## src/rtl/usb_arb_pkg.sv

```systemverilog
// Shared types and widths for the USB line arbiter.
package usb_arb_pkg;

  // Ownership states of the shared D+/D- pair.
  typedef enum logic [1:0] {
    IDLE    = 2'd0,
    GRANT_H = 2'd1,
    GRANT_D = 2'd2,
    TURN    = 2'd3
  } arb_state_t;

  // Decoded line state; SE1 folds into K.
  typedef enum logic [1:0] {
    LS_SE0 = 2'd0,
    LS_J   = 2'd1,
    LS_K   = 2'd2
  } line_state_t;

  localparam int SE0_CNT_W    = 2;
  localparam int RSP_TMR_W    = 8;
  localparam int BABBLE_CNT_W = 11;
  localparam int TA_CNT_W     = 4;

  // Map sampled D+/D- to a line state for the selected speed polarity.
  function automatic line_state_t decode_line(input logic p, input logic m,
                                              input logic fullspeed);
    line_state_t ls;
    if (!p && !m) ls = LS_SE0;
    else if (fullspeed ? (p && !m) : (!p && m)) ls = LS_J;
    else ls = LS_K;
    return ls;
  endfunction

endpackage

```

## src/rtl/usb_linestate_decode.sv

```systemverilog
// Line-state decoder: SE0 run counter and EOP detection (SE0 run >= 2 then J).
// eop_det is the same-cycle detection used by the arbiter FSM; eop is its
// registered copy, which is what leaves the block as the eop pulse.
module usb_linestate_decode
  import usb_arb_pkg::*;
#(
  parameter bit FULLSPEED = 1'b1
) (
  input  logic clk,
  input  logic nreset,
  input  logic linep,
  input  logic linem,
  input  logic clr,
  input  logic en,
  output logic eop_det,
  output logic eop
);

  line_state_t            line_state;
  logic [SE0_CNT_W-1:0]   se0_cnt;

  assign line_state = decode_line(linep, linem, FULLSPEED);
  assign eop_det    = en && !clr && (line_state == LS_J) && (se0_cnt >= 2'd2);

  // Saturating SE0 run counter, held at 0 outside a grant.
  always_ff @(posedge clk or negedge nreset) begin
    if (!nreset) begin
      se0_cnt <= '0;
    end else if (clr || !en) begin
      se0_cnt <= '0;
    end else if (line_state == LS_SE0) begin
      if (se0_cnt != 2'd3) se0_cnt <= se0_cnt + 2'd1;
    end else begin
      se0_cnt <= '0;
    end
  end

  // Registered one-cycle EOP strobe.
  always_ff @(posedge clk or negedge nreset) begin
    if (!nreset) eop <= 1'b0;
    else         eop <= eop_det;
  end

endmodule

```

## src/rtl/usb_line_arbiter.sv

```systemverilog
// USB D+/D- ownership arbiter: one drive grant at a time, release on EOP,
// turnaround gap, and device response timer after each host packet.
// Optional babble detector enabled by defining USB_BABBLE_DET_EN.
//
// Request/grant: a requester holds its req high for as long as it wants the
// line; the grant rises one cycle after req is sampled in IDLE and falls one
// cycle after EOP, a req drop (abort) or babble. Grants are never both high.
module usb_line_arbiter
  import usb_arb_pkg::*;
#(
  parameter bit          FULLSPEED    = 1'b1,
  parameter int unsigned TA_BITS      = 2,
  parameter int unsigned TIMEOUT_BITS = 18,
  parameter int unsigned MAX_PKT_BITS = 1200
) (
  input  logic clk,
  input  logic nreset,
  input  logic host_req,
  input  logic dev_req,
  input  logic linep,
  input  logic linem,
  output logic host_gnt,
  output logic dev_gnt,
  output logic eop,
  output logic rsp_timeout,
  output logic babble
);

  localparam logic [TA_CNT_W-1:0]  TA_LAST = TA_CNT_W'(TA_BITS - 1);
  localparam logic [RSP_TMR_W-1:0] TMO_END = RSP_TMR_W'(TIMEOUT_BITS);

  arb_state_t             state, state_nxt;
  logic [TA_CNT_W-1:0]    ta_cnt;
  logic [RSP_TMR_W-1:0]   rsp_tmr;
  logic                   rsp_armed;
  logic                   in_grant, grant_entry, eop_det, babble_hit;

  assign in_grant    = (state == GRANT_H) || (state == GRANT_D);
  assign grant_entry = (state == IDLE) && (host_req || dev_req);

  usb_linestate_decode #(.FULLSPEED(FULLSPEED)) u_decode (
    .clk     (clk),
    .nreset  (nreset),
    .linep   (linep),
    .linem   (linem),
    .clr     (grant_entry),
    .en      (in_grant),
    .eop_det (eop_det),
    .eop     (eop)
  );

  // State register.
  always_ff @(posedge clk or negedge nreset) begin
    if (!nreset) state <= IDLE;
    else         state <= state_nxt;
  end

  // Next-state logic: host priority in IDLE, EOP beats abort/babble.
  always_comb begin
    state_nxt = state;
    case (state)
      IDLE: begin
        if (host_req)     state_nxt = GRANT_H;
        else if (dev_req) state_nxt = GRANT_D;
      end
      GRANT_H: if (eop_det || !host_req || babble_hit) state_nxt = TURN;
      GRANT_D: if (eop_det || !dev_req || babble_hit)  state_nxt = TURN;
      TURN:    if (ta_cnt == TA_LAST) state_nxt = IDLE;
      default: state_nxt = IDLE;
    endcase
  end

  // Registered grants derived from the next state.
  always_ff @(posedge clk or negedge nreset) begin
    if (!nreset) begin
      host_gnt <= 1'b0;
      dev_gnt  <= 1'b0;
    end else begin
      host_gnt <= (state_nxt == GRANT_H);
      dev_gnt  <= (state_nxt == GRANT_D);
    end
  end

  // Turnaround counter, counts TURN cycles from 0.
  always_ff @(posedge clk or negedge nreset) begin
    if (!nreset)             ta_cnt <= '0;
    else if (state != TURN)  ta_cnt <= '0;
    else                     ta_cnt <= ta_cnt + 1'b1;
  end

  // Response timer: arms on host EOP, disarms silently on any grant entry.
  always_ff @(posedge clk or negedge nreset) begin
    if (!nreset) begin
      rsp_tmr     <= '0;
      rsp_armed   <= 1'b0;
      rsp_timeout <= 1'b0;
    end else begin
      rsp_timeout <= 1'b0;
      if (grant_entry) begin
        rsp_armed <= 1'b0;
      end else if ((state == GRANT_H) && eop_det) begin
        rsp_armed <= 1'b1;
        rsp_tmr   <= '0;
      end else if (rsp_armed && ((state == TURN) || (state == IDLE))) begin
        if (rsp_tmr == TMO_END) begin
          rsp_timeout <= 1'b1;
          rsp_armed   <= 1'b0;
        end else begin
          rsp_tmr <= rsp_tmr + 1'b1;
        end
      end
    end
  end

`ifdef USB_BABBLE_DET_EN
  logic [BABBLE_CNT_W-1:0] bab_cnt;

  assign babble_hit = in_grant && !eop_det &&
                      (bab_cnt == BABBLE_CNT_W'(MAX_PKT_BITS - 1));

  // Babble counter: granted cycles since entry; forced release at the limit.
  always_ff @(posedge clk or negedge nreset) begin
    if (!nreset) begin
      bab_cnt <= '0;
      babble  <= 1'b0;
    end else begin
      babble <= babble_hit;
      if (!in_grant) bab_cnt <= '0;
      else           bab_cnt <= bab_cnt + 1'b1;
    end
  end
`else
  assign babble_hit = 1'b0;
  assign babble     = 1'b0;
`endif

endmodule

```

## config.mk

```make
export PLATFORM = sky130hd
export DESIGN_NAME = usb_line_arbiter
export DESIGN_NICKNAME = d
export VERILOG_FILES = /design/src/rtl/usb_arb_pkg.sv /design/src/rtl/usb_linestate_decode.sv /design/src/rtl/usb_line_arbiter.sv
export SDC_FILE = /design/constraint.sdc
export NUM_CORES = 1
export LEC_CHECK = 0
export CORE_MARGIN = 2
export CORE_UTILIZATION = 39
export DETAILED_ROUTE_END_ITERATION = 10
export GPL_ROUTABILITY_DRIVEN = 0
export MAX_ROUTING_LAYER = met4
export PLACE_DENSITY_LB_ADDON = 0.12
export RECOVER_POWER = 100
export SLEW_MARGIN = 10
export SYNTH_ARGS = -nofsm -noshare
export SYNTH_HDL_FRONTEND = slang
export SYNTH_SLANG_ARGS = --single-unit
```

## constraint.sdc

```tcl
create_clock -name clk -period 2.44 [get_ports clk]
set_input_delay 0.488 -clock clk [delete_from_list [all_inputs] [get_ports clk]]
set_output_delay 0.488 -clock clk [all_outputs]
set_load 0.03 [all_outputs]
```

== Yosys cells after proc, flatten, opt, wreduce, memory -nomap -nowiden ==
Cells that the tools add are included.
Cells by class
  bitwise operators: 1
  muxes and demuxes: 23
  reductions and logical operators: 27
  magnitude comparators: 1
  add/sub/neg operators: 3
  eq/ne operators: 12
Operators by type and width (count)
  8-bit two-way mux: 3
  2-bit two-way mux: 10
  8-bit by 1-bit adder with 8-bit output, second input constant: 1
  8-bit by 5-bit == test with 1-bit output, second input constant: 1
  1-bit logical AND: 8
  1-bit two-way mux: 8
  2-bit one-hot mux with 4 select lines: 1
  2-bit by 1-bit == test with 1-bit output, second input constant: 3
  2-bit == test, second input constant: 3
  1-bit zero test: 6
  1-bit logical OR: 6
  2-bit != test, second input constant: 3
  3-bit nonzero test: 2
  4-bit by 1-bit adder with 4-bit output, second input constant: 1
  4-bit by 1-bit == test with 1-bit output, second input constant: 1
  2-bit zero test: 2
  4-bit two-way mux: 1
  3-bit by 2-bit != test with 1-bit output, second input constant: 1
  3-bit AND reduction: 1
  2-bit by 1-bit adder with 2-bit output, second input constant: 1
  2-bit >= comparator, second input constant: 1
  2-bit AND reduction: 1
  2-bit nonzero test: 1
  1-bit NOT: 1
Storage, ports and cells
  output and inout port bits: 5
  register bits after elaboration: 21
  input bits: 6

== Longest topological paths before layout ==
Gate-level depths: netlist of the first run.
  depth after elaboration: 11
  depth in mapped cells: 6

== Hierarchy ==
From an unflattened synthesis of the first run, not the netlist that was laid out.
Second synthesis, totals
  cell total of the unflattened synthesis: 116
  area, all modules: 1248.7 um^2
By module, submodules not included
  usb_line_arbiter: seq. area each 450.4 um^2, area an instance 1086.0 um^2, instances 1, cells an instance 102
  usb_linestate_decode: seq. area each 75.1 um^2, area an instance 162.7 um^2, instances 1, cells an instance 14

== Worst setup path before layout of the first run ==
Ideal clock, no wire load.
  path type: register -> register
  start point: reg state[1]
  end point: reg dev_gnt
  setup slack: 0.584 ns
  data required time: 2.320 ns
  stages on the path, launching flop included: 7
  path buffers: 0
  arrival time: 1.736 ns
  path through: dfrtp_1 inv_1 ha_1 or4b_2 o211ai_1 a32oi_1 and3_1
On the way
  cells in the longest elaborated chain, start to end: 10
Ends and longest elaborated chain
  from (decl): RTL line usb_line_arbiter.sv:32  | arb_state_t state, state_nxt;
  from (signal assigned): RTL line usb_line_arbiter.sv:55  | else state <= state_nxt;
  2-bit zero test: RTL line usb_line_arbiter.sv:39, usb_line_arbiter.sv:61
  1-bit logical AND: RTL line usb_line_arbiter.sv:39  | assign grant_entry = (state == IDLE) && (host_req || dev_req);
  1-bit zero test: RTL line usb_linestate_decode.sv:23  | assign eop_det = en && !clr && (line_state == LS_J) && (se0_cnt >= 2'd2);
  1-bit logical AND (3 in series): RTL line usb_linestate_decode.sv:23
  1-bit logical OR (on tied branches): RTL line usb_line_arbiter.sv:67, usb_line_arbiter.sv:66
  2-bit two-way mux (on tied branches): RTL line usb_line_arbiter.sv:67, usb_line_arbiter.sv:66
  2-bit one-hot mux with 4 select lines *: RTL line usb_line_arbiter.sv:61  | case (state)
  net state_nxt[1]: RTL line usb_line_arbiter.sv:32
  2-bit == test *: RTL line usb_line_arbiter.sv:80  | dev_gnt <= (state_nxt == GRANT_D);
  to (signal assigned): RTL line usb_line_arbiter.sv:80
  to (decl): RTL line usb_line_arbiter.sv:23  | output logic dev_gnt,
Mark *: on every way through the listed nets, which the timed path passes. The rest lies on a longest branch.
A chain may end at the register's enable or synchronous reset.

== Worst setup path in the final report of the first run ==
Ends and elaborated chain as after synthesis.

==> flow_summary.ini, run 1 <==
[die]
num_rows = 19
ios = 11
core_um2 = 2780
die_w_um = 58.5
start_util_pct = 41.7
die_h_um = 58.5
dieArea_um2 = 3420

[global_route]
grt_overflow = 0
grt_max_degree = 22
grt_pass1_vias = 831
grt_pass1_wl_mm = 3.73
antenna_found_initial = 0
gr-usage-all-layers_pct = 14.7

[hold_path]
hold_path.class = register to register

[critical_path]
cp.required_ns = 2.64
cp_cell_sequence = inv_1, ha_1, or4b_2, o211ai_1, a32oi_1, and3_1
critPathCapture = dev_gnt
ff2ff_path_depth = 6
rrSetupSlack_ns = 0.39
max_stage_delay_ns = 0.67
cp_max_fo = 6
cp-startpoint = state[1]
crit_type = register to register
slowest_stage = or4b_2
reg2reg_from = state[1]
r2r-end = dev_gnt
cp-end-kind = register
arrival_ns = 2.25
start_kind = register

[clocking]
hold_buffers = 0
cts_tree = built
cts_buffers = 3
cts_resized = 0
cts.sinks = 21
clk_latency_ns = 0.30
post_cts_buffers = 0
root_buffer = clkbuf_4
clk_pin_slew_ns = 0.12
clock_path_buffers = 2
htree_levels = 1

[detailed_routing]
totalWireLength_mm = 1.99
num_vias = 798
wl_per_cell_um = 12.7
vias_per_cell = 5.12
drt_iter0_drc = 19
drt-pass1-iter-count = 4
antenna_left = 0
route.detailed.drc = 0

[synthesis]
avgSynthCellArea_um2 = 10.4
synth_warnings = 0
yosysTopAreaCell = dfrtp_1
synth_top_cell_area_share_pct = 45.4
yosysUniqueCellTypes = 39
synth_area_um2 = 1160
ys_top_cells_by_count = dfrtp_1, ha_1, inv_1, nand2_1, nand3_1
syn_nets = 127
synthCells = 111
synth_edf_count = 0
synth.area.top_cells = dfrtp_1, ha_1, mux2i_1, nand3_1, inv_1
seq_area_frac_synth_pct = 45.4
yosysMostFrequentCell = dfrtp_1
synthArstFlopShare_pct = 100
ys_ff_latch = 21
synth_ff_type = dfrtp_1

[placed_design]
placement.io_buffers = 9
dpl.hpwl_mm = 1.51
place_area_um2 = 1290

[timing]
layout_min_cycle_time_ns = 2.05
hold_viol = 0
rsz0062_at_grt = no
fin_crit_sh_pct = 83.9
finalSetupTns_ns = 0
finClkSkew_ns = 0.00334
slew_violations = 0
setup_violations = 0
worstMarginPinSlew_ns = 1.13
max_slew_margin_pct = 24.6
fmax_ghz = 0.489

[final_layout]
layout-drive-gt1-share_pct = 8.80
nets = 142
postLayoutCellArea_um2 = 1310
syn_to_final_growth_pct = 12.6
insertedDiodeCount = 0

[power_and_ir_drop]
peakVddDrop_mv = 0.597
power.density_nw_per_um2 = 864
p_leak_nw = 0.652

[flow_run]
max-cap-violations = 0

[run_status]
outcome = finished, final reports clean
==> cell families after synthesis <==
| group | share of synthesized area, % |
|---|---|
| flip-flops | 45.4 |
| AO/OA/AOI/OAI | 13.8 |
| adder cells (fa/ha/maj) | 10.8 |
| other | 0.324 |
| buffers and inverters | 3.24 |
| XOR/XNOR | 2.27 |
| AND/OR/NAND/NOR | 20.7 |
| multiplexers | 3.46 |
==> worst min path at each step <==
stage	start	end	slack, ns	depth (start not counted)
2_1_floorplan	nreset	dev_gnt	0.19	0
3_3_place_gp	ta_cnt[0]	ta_cnt[0]	0.48	1
3_5_place_dp	rsp_tmr[4]	rsp_tmr[4]	0.48	1
4_1_cts	rsp_tmr[4]	rsp_tmr[4]	0.50	1
5_1_grt	ta_cnt[0]	ta_cnt[0]	0.53	1
6_report	rsp_tmr[4]	rsp_tmr[4]	0.50	1
==> state kept, by name (all words and copies together) (netlist names) <==
name	count
u_decode.eop	1
rsp_timeout	1
dev_gnt	1
ta_cnt	4
u_decode.se0_cnt	2
rsp_armed	1
host_gnt	1
rsp_tmr	8
state	2
==> cells in the final DEF, fill, tap and decap left out, types with 2 or more instances in the layout <==
cell / Yosys / layout
dlygate4sd3_1: 0 / 5
a21boi_0: 1 / 2
mux2i_1: 4 / 4
nor2b_1: 4 / 4
o211ai_1: 3 / 3
clkbuf_4: 0 / 3
xor2_1: 2 / 2
o21a_1: 2 / 2
nand4_1: 2 / 2
and2_1: 4 / 3
nor2_1: 4 / 4
nand2b_1: 2 / 2
ha_1: 10 / 10
nor3_1: 2 / 2
nand2_1: 8 / 8
clkdlybuf4s50_1: 0 / 4
dfrtp_1: 21 / 21
nand3_1: 6 / 6
clkbuf_1: 0 / 2
inv_1: 8 / 8
o21ai_0: 4 / 4
a21oi_1: 3 / 3
==> critical path: cells and delay by family (launching register included) <==
family / cells / cell delay, ns
simple gates: 2 / 0.87
flops: 1 / 0.48
compound gates: 2 / 0.26
buf+inv: 1 / 0.12
fa+ha+maj: 1 / 0.23
==> metrics by stage <==
step           hold slack (ns)  setup slack, ns  cells  power (mW)  utilization [%]
6_report                 0.499            0.393    156        1.13             46.9
5_1_grt                  0.531            0.241    156        1.24             46.9
4_1_cts                  0.501            0.395    156        1.15             47.5
3_5_place_dp             0.484            0.406    152       0.979             46.6
3_3_place_gp             0.480            0.445    152       0.967             46.6
2_1_floorplan            0.192            0.584    111       0.834                -
==> power by group <==
part | internal (mW) | switching (mW)
Combinational | 0.194 | 0.244
Sequential | 0.434 | 0.0871
Clock | 0.0638 | 0.105
==> area by class of cell <==
cell class                      count  area, um^2
Inverter                            8        30.0
Clock buffer                        4        26.3
Timing Repair Buffer               11         101
Fill cell                         271        1480
Sequential cell                    21         526
Multi-Input combinational cell     81         583
Tap cell                           31        38.8
==> layer usage <==
layer  vias to the layer above  wire length, um  GRT usage [%]
li1                        418                -              -
met3                         2               90           4.84
met2                        11              900           22.8
met4                         0               17           2.99
met1                       367              977           19.0
met5                         -                0              -
Note: power is estimated with default switching activity, not from simulation.
==> run 2: changes to the inputs <==
clock period = 1.7 ns   (was 2.44 ns; I/O delays follow)
==> run 2 against run 1 <==
Effect of this change:
- the flow now finishes with violations (negative setup slack)
- via count rose by 7.8%
- power rose by 68%
- global-route usage rose by 0.12 points
- die area did not move
- clock-buffer cell count did not move
- critical path type unchanged
- highest routed layer unchanged
==> flow_summary.ini, run 2 (synthesized netlist as in run 1, its figures left out) <==
[final_layout]
seqCellArea_um2 = 527
mostFrequentLayoutCell = dfrtp_1
postLayoutCellArea_um2 = 1470
insertedDiodeCount = 0
fillCellCount = 268
final_cell_mix = dfrtp_1, buf_4, nand2_1, ha_1, clkdlybuf4s50_1
post-route-util_pct = 52.8
multi_input_area_um2 = 646
largest_reg_flops = 8
syn_to_final_growth_pct = 26.8
top_register = rsp_tmr
layout-drive-gt1-share_pct = 25.7
nets = 157
top_regs = rsp_tmr: 8 flops, ta_cnt: 4 flops

[global_route]
gr-usage-met1_pct = 19.0
grt_max_degree = 22
grt_overflow = 0
grt_use_met3_pct = 2.64
gr-usage-all-layers_pct = 14.8
grt_pass1_wl_mm = 3.69
top_usage_layer = met2
antenna_found_initial = 0
grt_pass1_vias = 827
met2_usage_pct = 23.3

[clocking]
cts_tree = built
clk_latency_ns = 0.29
cts.sinks = 21
cts_buffers = 3
htree_levels = 1
hold_buffers = 0
clk_pin_slew_ns = 0.11
clock_path_buffers = 2
root_buffer = clkbuf_4

[detailed_routing]
drt-pass1-iter-count = 4
totalWireLength_mm = 2.15
wl_per_cell_um = 12.6
drt_iter0_drc = 17
vias_per_cell = 5.03
num_vias = 860
antenna_left = 0
route.detailed.drc = 0

[timing]
setup_violations = 2
rsz0062_at_grt = yes
finalSetupTns_ns = -0.0209
layout_setup_ws_ns = -0.0195
slew_violations = 0
fmax_ghz = 0.582
finClkSkew_ns = 0.00172
max_slew_margin_pct = 21.6
fin_crit_sh_pct = 101
hold_viol = 0
worstMarginPinSlew_ns = 1.18
layout_min_cycle_time_ns = 1.72

[critical_path]
critical_path_buf_inv_count = 1
cp_cell_sequence = inv_1, ha_1, or4b_4, o211a_4, and4_4, o21a_1
slowest_stage = or4b_4
cp.required_ns = 1.90
max_stage_delay_ns = 0.47
arrival_ns = 1.92
start_kind = register
cp-end-kind = register
cp_max_fo = 6
cp_top_family = simple AND/OR/NAND/NOR gates
crit_type = register to register

[placed_design]
placement.io_buffers = 9
dpl.hpwl_mm = 1.61
place_area_um2 = 1430
place_ws_ns = -0.108

[run_status]
violations = negative setup slack
outcome = finished with violations

[flow_run]
max-cap-violations = 0

[die]
start_util_pct = 41.7
ios = 11
dieArea_um2 = 3420
core_um2 = 2780
die_w_um = 58.5
die_h_um = 58.5
num_rows = 19

[power_and_ir_drop]
p_leak_nw = 0.707
fin_total_pwr_mw = 1.90
peakVddDrop_mv = 0.988
power.density_nw_per_um2 = 1290

[hold_path]
hold_path.class = register to register
## run 2: repair_timing
item                                    CTS  global route
endpoints found under the setup margin    4            13
pin swaps                                 2             6
buffers inserted                          0             1
gates resized for setup                   4             4
## run 2: metrics by stage
step	hold slack, ns	std cells
CTS	0.373	170
global route	0.547	171
floorplan	0.0444	111
global placement	0.479	166
finish	0.499	171
detailed placement	0.482	166
## run 2: power breakdown
| part | switching (mW) | internal, mW | leakage (nW) |
|---|---|---|---|
| clock network | 0.146 | 0.0912 | 0.0150 |
| registers | 0.0858 | 0.625 | 0.275 |
| logic | 0.478 | 0.471 | 0.416 |
| total | 0.709 | 1.19 | 0.707 |
## run 2: per-layer routing
| metal | vias to the layer above | share of wire, % |
|---|---|---|
| met5 | - | 0 |
| met4 | 0 | 1.1 |
| met3 | 2 | 3.7 |
| met2 | 15 | 46 |
| met1 | 394 | 49 |
| li1 | 449 | - |
## run 2: final cells by class
cell class | count | area share [%]
clock buffers | 4 | 1.79
well taps | 31 | 2.64
inverters | 8 | 2.04
repair buffers | 26 | 13.7
flip-flops and latches | 21 | 35.9
multi-input cells | 81 | 44.0
## run 2: path summary, 6_finish.rpt
check | endpoint | slack (ns) | startpoint | cells past startpoint
setup / recovery | rsp_tmr[5] | -0.02 | rsp_tmr[0] | 6
hold / removal | ta_cnt[0] | 0.50 | ta_cnt[0] | 1
setup reg to reg | rsp_tmr[5] | -0.02 | rsp_tmr[0] | 6
hold reg to reg | ta_cnt[0] | 0.50 | ta_cnt[0] | 1
max in group asynchronous | state[0] | 0.21 | nreset | 2
min in group asynchronous | rsp_armed | 0.72 | nreset | 2
==> run 3: changes to the inputs <==
CAP_MARGIN = 20   (was default)
PLACE_DENSITY_LB_ADDON = default   (was 0.12)
==> run 3 against run 2 <==
Effect of this change:
- the flow still finishes with violations (negative setup slack)
- routed wire length up 2.1%
- sequential share of layout area up 0.092 points
- clock skew up 0.0035 ns
- sequential power up 1%
- combinational power down 0.6%
- die area unchanged
- first-iteration DRC count up 35%
- global-route usage up 0.29 points
- register-to-register slack worse by 0.03 ns
- critical path type unchanged
- highest routed layer unchanged
==> flow_summary.ini, run 3 (synthesized netlist as in run 1, its figures left out) <==
[final_layout]
insertedDiodeCount = 0
top_register = rsp_tmr
largest_reg_flops = 8
multi_input_area_um2 = 651
final_cell_mix = dfrtp_1, buf_4, nand2_1, clkdlybuf4s50_1
mostFrequentLayoutCell = dfrtp_1
top_regs = rsp_tmr: 8 flops, ta_cnt: 4 flops
nets = 155
syn_to_final_growth_pct = 26.5
seqCellArea_um2 = 527
fillCellCount = 252
layout-drive-gt1-share_pct = 26.1

[critical_path]
cp_max_fo = 6
ff2ff_path_depth = 6
cp.depth = 6
critical_path_buf_inv_count = 1
reg2reg_from = rsp_tmr[0]
max_stage_delay_ns = 0.47
cp_cell_sequence = inv_1, ha_2, or4b_4, o211a_4, and4_4, o21a_1
start_kind = register
crit_type = register to register
slowest_stage = or4b_4
r2r-end = rsp_tmr[5]
arrival_ns = 1.95
cp_top_family = simple AND/OR/NAND/NOR gates
cp-startpoint = rsp_tmr[0]
rrSetupSlack_ns = -0.05
critPathCapture = rsp_tmr[5]
cp-end-kind = register
cp.required_ns = 1.90

[global_route]
gr-usage-all-layers_pct = 15.1
grt_max_degree = 22
grt_overflow = 0
grt_pass1_wl_mm = 3.85
antenna_found_initial = 0
grt_pass1_vias = 880

[clocking]
hold_buffers = 0
cts_buffers = 3
root_buffer = clkbuf_4
clk_latency_ns = 0.30
clock_path_buffers = 2
cts.sinks = 21
clk_pin_slew_ns = 0.12
cts_tree = built
htree_levels = 1

[power_and_ir_drop]
intPower_mw = 1.18
seq_power_share_pct = 37.8
peakVddDrop_mv = 1.00
netSwitchingPower_uw = 721
swShare_pct = 37.9
comb_power_share_pct = 49.5
power.density_nw_per_um2 = 1300
p_leak_nw = 0.699
p_clk_share_pct = 12.7

[detailed_routing]
vias_per_cell = 5.17
antenna_left = 0
wl_per_cell_um = 13.0
num_vias = 873
totalWireLength_mm = 2.20
route.detailed.drc = 0
drt-pass1-iter-count = 4
drt_iter0_drc = 23

[die]
die_h_um = 58.5
num_rows = 19
core_um2 = 2780
start_util_pct = 41.7
dieArea_um2 = 3420
ios = 11
die_w_um = 58.5

[timing]
worstMarginPinSlew_ns = 1.11
hold_viol = 0
slew_violations = 0
max_slew_margin_pct = 25.8
fin_crit_sh_pct = 103
setup_violations = 6
finClkSkew_ns = 0.00525
fmax_ghz = 0.572
layout_min_cycle_time_ns = 1.75
rsz0062_at_grt = yes
layout_setup_ws_ns = -0.0474
hold_slack_ns = 0.503

[placed_design]
placement.io_buffers = 9
place_ws_ns = -0.130
dpl.hpwl_mm = 1.65

[run_status]
outcome = finished with violations
violations = negative setup slack

[hold_path]
hold_path.class = register to register

[flow_run]
max-cap-violations = 0
-- run 3: final cells by class --
| class | count | area share, % |
|---|---|---|
| Tap cell | 31 | 2.65 |
| Sequential cell | 21 | 36.0 |
| Multi-Input combinational cell | 81 | 44.4 |
| Timing Repair Buffer | 24 | 13.2 |
| Inverter | 8 | 2.05 |
| Clock buffer | 4 | 1.79 |
-- run 3: stage by stage --
step / instance area [um^2] / util (%) / instances / TNS [ns] / power (mW)
finish: 1470 / 52.7 / 169 / -0.126 / 1.90
global route: 1470 / 52.7 / 169 / -0.940 / 2.07
CTS: 1440 / 51.9 / 168 / -0.0734 / 1.85
detailed placement: 1420 / 50.9 / 164 / -0.624 / 1.61
global placement: 1420 / 50.9 / 164 / -0.191 / 1.59
floorplan: 1190 / - / 111 / 0 / 1.27
-- run 3: worst min path at each step --
stage	from	slack (ns)	endpoint	cells after the start
after floorplan	nreset	0.04	dev_gnt	0
after global placement	rsp_tmr[4]	0.48	rsp_tmr[4]	1
after detailed placement	ta_cnt[0]	0.48	ta_cnt[0]	1
after CTS	nreset	0.38	u_decode.se0_cnt[1]	2
after global routing	ta_cnt[0]	0.53	ta_cnt[0]	1
final	ta_cnt[0]	0.50	ta_cnt[0]	1
-- run 3: worst reg2reg max path: stages, from the launching register on --
cell and delay [ns]:
dfrtp_1 0.40, inv_1 0.06, ha_2 0.14, or4b_4 0.47, o211a_4 0.27, and4_4 0.15
o21a_1 0.16
-- run 3: metal layers --
metal / share of wire, % / GRT usage, %
met2: 48 / 23.4
met5: 0 / -
met4: 1.4 / 4.98
met1: 47 / 20.0
met3: 3.4 / 2.86
-- run 3: power groups by stage --
stage / clock network (mW) / registers (mW) / logic [mW]
2_1_floorplan: 0 / 0.775 / 0.498
3_3_place_gp: 0 / 0.723 / 0.863
3_5_place_dp: 0 / 0.727 / 0.878
4_1_cts: 0.246 / 0.721 / 0.883
5_1_grt: 0.271 / 0.738 / 1.06
6_report: 0.241 / 0.719 / 0.942
-- run 3: timing repair --
action | CTS | global route
resized for setup | 2 | 7
pin swaps | 1 | 4
gates cloned | 0 | 0
setup buffers | 0 | 1
setup endpoints to repair | 7 | 13
